<file path="config.mk">
export PLATFORM = sky130hd
export DESIGN_NAME = hsdaoh_pattern_gen
export DESIGN_NICKNAME = d
export VERILOG_FILES = /design/src/rtl/hsdaoh_pkg.sv /design/src/rtl/hsdaoh_pat_step.sv /design/src/rtl/hsdaoh_pattern_gen.sv
export SDC_FILE = /design/constraint.sdc
export NUM_CORES = 1
export LEC_CHECK = 0
export CAP_MARGIN = 40
export CORE_AREA = 2 2 144 146
export CTS_CLUSTER_DIAMETER = 60
export CTS_CLUSTER_SIZE = 16
export DETAILED_ROUTE_END_ITERATION = 8
export DIE_AREA = 0 0 146 148
export PLACE_DENSITY = 0.52
export SYNTH_ARGS = -nofsm -noshare
export SYNTH_HDL_FRONTEND = slang
export SYNTH_SLANG_ARGS = --single-unit
</file>
<file path="constraint.sdc">
create_clock -name clk_data -period 3.45 [get_ports clk_data]
set_input_delay 0.69 -clock clk_data [delete_from_list [all_inputs] [get_ports clk_data]]
set_output_delay 0.69 -clock clk_data [all_outputs]
set_load 0.05 [all_outputs]
</file>
<file path="src/rtl/hsdaoh_pkg.sv">
// rtl/hsdaoh_pkg.sv - shared encodings for the hsdaoh test-pattern source
package hsdaoh_pkg;

    typedef enum logic [1:0] {
        PAT_COUNTER = 2'd0,
        PAT_LFSR    = 2'd1,
        PAT_WALK1   = 2'd2,
        PAT_CONST   = 2'd3
    } pat_mode_t;

    typedef enum logic [1:0] {
        ST_IDLE  = 2'd0,
        ST_PRIME = 2'd1,
        ST_RUN   = 2'd2
    } gen_state_t;

    // Feedback taps at bits 15, 13, 12 and 10 give a maximal 65535-long sequence.
    localparam logic [15:0] LFSR_TAPS = 16'hB400;

endpackage

</file>
<file path="src/rtl/hsdaoh_pat_step.sv">
// rtl/hsdaoh_pat_step.sv - combinational next-pattern function for each pattern mode
module hsdaoh_pat_step
    import hsdaoh_pkg::*;
(
    input  pat_mode_t   mode,
    input  logic [15:0] pat,
    output logic [15:0] next_pat
);

    always_comb begin
        next_pat = pat;
        case (mode)
            PAT_COUNTER: next_pat = pat + 16'd1;
            PAT_LFSR:    next_pat = {pat[14:0], ^(pat & LFSR_TAPS)};
            PAT_WALK1:   next_pat = {pat[14:0], pat[15]};
            default:     next_pat = pat;
        endcase
    end

endmodule

</file>
<file path="src/rtl/hsdaoh_pattern_gen.sv">
// rtl/hsdaoh_pattern_gen.sv - rate-controlled test-pattern writer for the clk_data FIFO
module hsdaoh_pattern_gen
    import hsdaoh_pkg::*;
#(
    parameter int          DW        = 16,
    parameter logic [15:0] LFSR_SEED = 16'hACE1,
    parameter logic [15:0] CONST_VAL = 16'hA5A5,
    parameter int          RATE_W    = 8
) (
    input  logic              clk_data,
    input  logic              rst,
    input  logic              enable,
    input  logic [1:0]        mode,
    input  logic [RATE_W-1:0] rate_div,
    input  logic              clr_stats,
    input  logic              fifo_full,
    output logic [DW-1:0]     fifo_wdata,
    output logic              fifo_winc,
    output logic [15:0]       drop_cnt,
    output logic              overflow,
    output logic [31:0]       wr_cnt
);

    gen_state_t        state;
    pat_mode_t         mode_q;
    logic [RATE_W-1:0] rate_q;
    logic [RATE_W-1:0] rate_cnt;
    logic [15:0]       pat;
    logic [15:0]       next_pat;
    logic [15:0]       seed;
    logic              tick;
    logic [15:0]       drop_base;
    logic [31:0]       wr_base;

    hsdaoh_pat_step u_step (
        .mode     (mode_q),
        .pat      (pat),
        .next_pat (next_pat)
    );

    always_comb begin
        case (mode_q)
            PAT_COUNTER: seed = 16'h0000;
            PAT_LFSR:    seed = LFSR_SEED;
            PAT_WALK1:   seed = 16'h0001;
            default:     seed = CONST_VAL;
        endcase
    end

    assign tick       = (state == ST_RUN) && (rate_cnt == '0);
    // Decided from live fifo_full so a sample is never written into a full FIFO.
    assign fifo_winc  = tick & ~fifo_full;
    assign fifo_wdata = pat;

    // Clearing first lets a same-cycle drop or write count as the first event.
    assign drop_base = clr_stats ? 16'h0000 : drop_cnt;
    assign wr_base   = clr_stats ? 32'h0 : wr_cnt;

    always_ff @(posedge clk_data or posedge rst) begin
        if (rst) begin
            state    <= ST_IDLE;
            mode_q   <= PAT_COUNTER;
            rate_q   <= '0;
            rate_cnt <= '0;
            pat      <= 16'h0000;
            drop_cnt <= 16'h0000;
            overflow <= 1'b0;
            wr_cnt   <= 32'h0;
        end else begin
            case (state)
                ST_IDLE: begin
                    if (enable) begin
                        mode_q <= pat_mode_t'(mode);
                        rate_q <= rate_div;
                        state  <= ST_PRIME;
                    end
                end
                ST_PRIME: begin
                    pat      <= seed;
                    rate_cnt <= '0;
                    state    <= enable ? ST_RUN : ST_IDLE;
                end
                ST_RUN: begin
                    if (tick) begin
                        rate_cnt <= rate_q;
                        pat      <= next_pat;
                    end else begin
                        rate_cnt <= rate_cnt - 1'b1;
                    end
                    if (!enable)
                        state <= ST_IDLE;
                end
                default: state <= ST_IDLE;
            endcase

            if (tick && fifo_full) begin
                drop_cnt <= (drop_base == 16'hFFFF) ? drop_base : drop_base + 16'd1;
                overflow <= 1'b1;
            end else begin
                drop_cnt <= drop_base;
                overflow <= overflow & ~clr_stats;
            end
            wr_cnt <= fifo_winc ? wr_base + 32'd1 : wr_base;
        end
    end

endmodule

</file>
# Yosys cells after proc, flatten, opt, wreduce, memory -nomap -nowiden
# Index checks and enable logic that the tools add are counted.
dict set report totals {
  register_bits 85
  latchBits 0
  mem_bits_rw 0
  romBits 0
  in_bits 15
  out_inout_bits 66
  elab_cells 51
  n_memories 0
}
dict set report classes {
  addsub 4
  n_mul 0
  div_mod_pow 0
  n_lt_le_gt_ge 0
  eq_ne 9
  shift 0
  n_mux 16
  bitwise 4
  n_reduce_logical 10
}
# op n
set op_table {}
lappend op_table {{case mux 16 bit (3 select lines)} 2}
lappend op_table {{2-to-1 mux 16 bit} 4}
lappend op_table {{2-to-1 mux 32 bit} 2}
lappend op_table {{adder 16 x 1 -> 16 bit, second input constant} 2}
lappend op_table {{adder 32 x 1 -> 32 bit, second input constant} 1}
lappend op_table {{case mux 16 bit (2 select lines)} 1}
lappend op_table {{== test 16 bit, second input constant} 1}
lappend op_table {{case mux 8 bit (2 select lines)} 1}
lappend op_table {{XOR reduction 16 bit} 1}
lappend op_table {{zero test 8 bit} 1}
lappend op_table {{2-to-1 mux 8 bit} 1}
lappend op_table {{subtractor 8 x 1 -> 8 bit, second input constant} 1}
lappend op_table {{2-to-1 mux 2 bit} 3}
lappend op_table {{inequality test 2 bit, second input constant} 3}
lappend op_table {{case mux 2 bit (3 select lines)} 1}
lappend op_table {{== test 2 x 1 -> 1 bit, second input constant} 2}
lappend op_table {{== test 2 bit, second input constant} 2}
lappend op_table {{zero test 2 bit} 2}
lappend op_table {{inequality test 4 x 1 -> 1 bit, second input constant} 1}
lappend op_table {{AND reduction 2 bit} 2}
lappend op_table {{AND reduction 3 bit} 1}
lappend op_table {{AND 1 bit} 2}
lappend op_table {{logical AND 1 bit} 2}
lappend op_table {{inverter 1 bit} 2}
lappend op_table {{2 further kinds} 2}

# Logic depth before layout (Yosys ltp)
dict set report depth {
  depth_word 4
  mapped_depth 9
  mapped_depth_nobuf 7
}

# Hierarchy
# From an unflattened synthesis, not the netlist that was laid out.
dict set report hier_totals {
  cells_unflattened 571
  area_unflattened_um2 5260.0
}
# mod n_inst cells_each area_per_inst_um2 seq_area_each_um2
set by_module_without_submodules {}
lappend by_module_without_submodules {hsdaoh_pattern_gen 1 446 4385.5 2127.0}
lappend by_module_without_submodules {hsdaoh_pat_step 1 125 874.6 0.0}

# Least setup slack after synthesis
# No wires, ideal clock.
dict set report synth_path {
  path_type {in2out}
  startpoint {input fifo_full}
  endpoint {output fifo_winc}
  arrival_time_ns 2.240
  t_required_ns 2.760
  setup_slack_ns 0.520
  stages 2
  n_path_buf 0
  path_cell_list {nand4bb_1 nor3_1}
}
dict set report synth_between {
  elab_chain_cells 2
}
# item line
set synth_lines {}
lappend synth_lines {{start, declared} hsdaoh_pattern_gen.sv:16} ;# input logic fifo_full,
lappend synth_lines {{inverter 1 bit} hsdaoh_pattern_gen.sv:52} ;# assign fifo_winc = tick & ~fifo_full;
lappend synth_lines {{AND 1 bit} hsdaoh_pattern_gen.sv:52}
lappend synth_lines {{end, declared} hsdaoh_pattern_gen.sv:18} ;# output logic fifo_winc,
# Every way passes these cells.

# Final worst setup path
dict set report layout_path {
  startpoint {register state[0]}
  endpoint {output fifo_winc}
}
dict set report layout_between {
  elab_chain_cells 3
}
# item line
set layout_lines {}
lappend layout_lines {{start, declared} hsdaoh_pattern_gen.sv:24} ;# gen_state_t state;
lappend layout_lines {{start signal, assigned} hsdaoh_pattern_gen.sv:81} ;# state <= enable ? ST_RUN : ST_IDLE;
lappend layout_lines {{== test 2 bit} hsdaoh_pattern_gen.sv:50} ;# assign tick = (state == ST_RUN) && (rate_cnt == '0);
lappend layout_lines {{logical AND 1 bit} hsdaoh_pattern_gen.sv:50}
lappend layout_lines {{AND 1 bit} hsdaoh_pattern_gen.sv:52}
# Every way passes these cells.

==> impl_metrics.json <==
{
  "synth_area_leaders": "dfrtp_1 43%, nand2_1 4.0%, o21ai_0 3.6%",
  "cts_tree": "built",
  "overflow": 0,
  "worstPathMaxFanout": 11,
  "viasPerCell": 4.97,
  "setup_viol_count_final": 0,
  "hold_buffers": 0,
  "area_growth_pct": 29.6,
  "synth_edf_count": 0,
  "wirelength_microns": 13400,
  "cts_buffers": 9,
  "syn_avg_cell_area_sq_um": 9.21,
  "cts_sinks": 85,
  "grt_pass1_vias": 4378,
  "place_ws_ns": 0.586,
  "port_buffers": 80,
  "outcome": "completed",
  "required_ns": 2.76,
  "place.gp.congestion": 0.810,
  "synthSimpleGateAreaFrac_pct": 25.3,
  "drt-initial-drc-count": 243,
  "synth_nets": 565,
  "seq_area_sq_mm": 0.00213,
  "worstMarginPinSlew_ns": 0.768,
  "ys_types": 60,
  "antenna_found_initial": 0,
  "synth_top_cell_area_share_pct": 43.1,
  "num_vias": 4413,
  "timing.rr.start": "rate_cnt[0]$_DFFE_PP0P_",
  "critPathArrivalTime_ns": 2.09,
  "fill_cells": 2117,
  "worstHoldStart": "rate_q[2]$_DFFE_PP0P_",
  "clock_path_buffers": 2,
  "synth_area_leader_cell": "dfrtp_1",
  "synth_top_family_by_area": "simple AND/OR/NAND/NOR gates",
  "fin_skew_ns": 0.00796,
  "multi_input_area_sq_mm": 0.00263,
  "die_h_microns": 148,
  "crit_path_end_kind": "primary output",
  "drive_gt1_share_pct": 8.74,
  "worst_slack_ns": 0.665,
  "nNetsFinal": 643,
  "initial_core_util_pct": 24.6,
  "die_area_sq_mm": 0.0216,
  "synth.most_common_cell": "dfrtp_1",
  "num_antenna_cells": 0,
  "yosysWarnings": 0,
  "fmax_mhz": 359,
  "track_usage_pct": 12.8,
  "num_io_pins": 81,
  "post_cts_buffers": 0,
  "clk_latency_ns": 0.34,
  "hold_class": "reg2reg",
  "slew_violations": 0,
  "ys_seq_area_share_pct": 43.1,
  "ir_drop_mv": 0.420,
  "period_minus_slack_ns": 2.78,
  "root_buffer": "clkbuf_16",
  "async_reset_ff_share_pct": 100,
  "core_area_sq_mm": 0.0200,
  "htree_levels": 3,
  "dp_hpwl_microns": 9400,
  "first_pass_iters": 5,
  "finalCritPeriodShare_pct": 80.7,
  "slew_headroom_pct": 48.8,
  "clk_pin_slew_ns": 0.06,
  "grt_max_degree": 86,
  "synth.ff_latch_count": 85,
  "synth-xor-area-share_pct": 5.09,
  "drc": 0,
  "synth_compound_area_share_pct": 14.8,
  "ys.flop_type": "dfrtp_1",
  "muxShareOfSynthArea_pct": 4.64,
  "startpoint": "state[0]$_DFFE_PP0P_",
  "yosys.area_share.adder_pct": 3.55,
  "setup_tns_ns": 0,
  "max-cap-violations": 0,
  "syn-instance-count": 536,
  "rsz0062_at_grt": "no",
  "power.density_mw_per_mm2": 683,
  "startpoint_type": "flop",
  "critical_path_class": "reg2out",
  "postLayoutCoreUtil_pct": 31.9,
  "p_leak_nw": 2.48,
  "ant_nets": 0,
  "synthesis.area_sq_mm": 0.00494,
  "cts_resized": 0,
  "finalHoldViolations": 0,
  "die_w_microns": 146,
  "row_count": 52,
  "ys_top_cells_by_count": "85 x dfrtp_1, 52 x nand2_1, 39 x nor2_1",
  "wl_per_cell_microns": 15.1,
  "grt_pass1_wl_microns": 22500
}
-- cells in the final DEF (no fill, tap or decap), types with 18 or more instances in the layout --
cell type,synthesis,final
dfrtp_1,85,85
clkdlybuf4s50_1,0,78
nand2_1,52,52
nor2_1,39,39
o21ai_0,36,36
a21oi_1,35,35
nand3_1,22,22
nand4_1,21,21
inv_1,21,20
xnor2_1,18,18
-- cells by family (layout without fill, tap and decap cells) --
group	Yosys count	after routing
AND/OR/NAND/NOR	227	227
AO/OA/AOI/OAI	119	119
flip-flops	85	85
buffers and inverters	43	125
XOR/XNOR	27	27
multiplexers	21	21
adder cells (fa/ha/maj)	14	14
-- power by group --
group | switching (mW) | internal [mW] | leakage [nW]
clock | 0.410 | 0.703 | 0.154
sequential | 0.221 | 1.17 | 1.14
combinational | 1.19 | 0.675 | 1.19
-- through the flow --
stage          power, mW  cell area (sq um)  hold slack, ns  cells
2_1_floorplan       2.73               4940           0.472    536
3_3_place_gp        3.23               6060           0.493    873
3_5_place_dp        3.28               6060           0.497    873
4_1_cts             4.42               6400           0.515    888
5_1_grt             4.69               6400           0.533    888
6_report            4.37               6400           0.515    888
-- sequential cells by signal, indices dropped and copies added (netlist names) --
signal	cells
drop_cnt	16
fifo_wdata	16
mode_q	2
overflow	1
rate_cnt	8
rate_q	8
state	2
wr_cnt	32
-- path summary, 6_finish.rpt --
kind	slack [ns]	end	cells after the start
hold / removal	0.51	rate_q[2]$_DFFE_PP0P_	1
max in group asynchronous	2.29	wr_cnt[30]$_DFF_PP0_	3
min in group asynchronous	0.72	wr_cnt[23]$_DFF_PP0_	3
setup reg to reg	0.68	fifo_wdata[8]$_DFFE_PP0P_	7
setup / recovery	0.67	fifo_winc	6
hold reg to reg	0.51	rate_q[2]$_DFFE_PP0P_	1
-- routing by layer --
metal	vias up	part of all wire, %	GRT usage, %
li1	2122	-	-
met1	2178	46	16.1
met2	99	48	21.9
met3	14	5.1	3.21
met4	0	1.3	3.98
met5	-	0	0
-- layout make-up --
cell class                 instances  area share (%)
clock buffer                       9            3.52
clock inverter                     6            1.76
inverter                          22            1.31
multi-input combinational        408            41.2
tap                              270            5.28
timing repair buffer              88            13.7
sequential                        85            33.2
-- worst max-delay path, cell delays in order (launching register included) --
cell	delay, ns
dfrtp_1	0.41
inv_1	0.10
ha_1	0.42
nand4bb_1	0.29
nor3_1	0.21
buf_4	0.18
buf_12	0.14
Note: power is estimated with default switching activity, not from simulation.
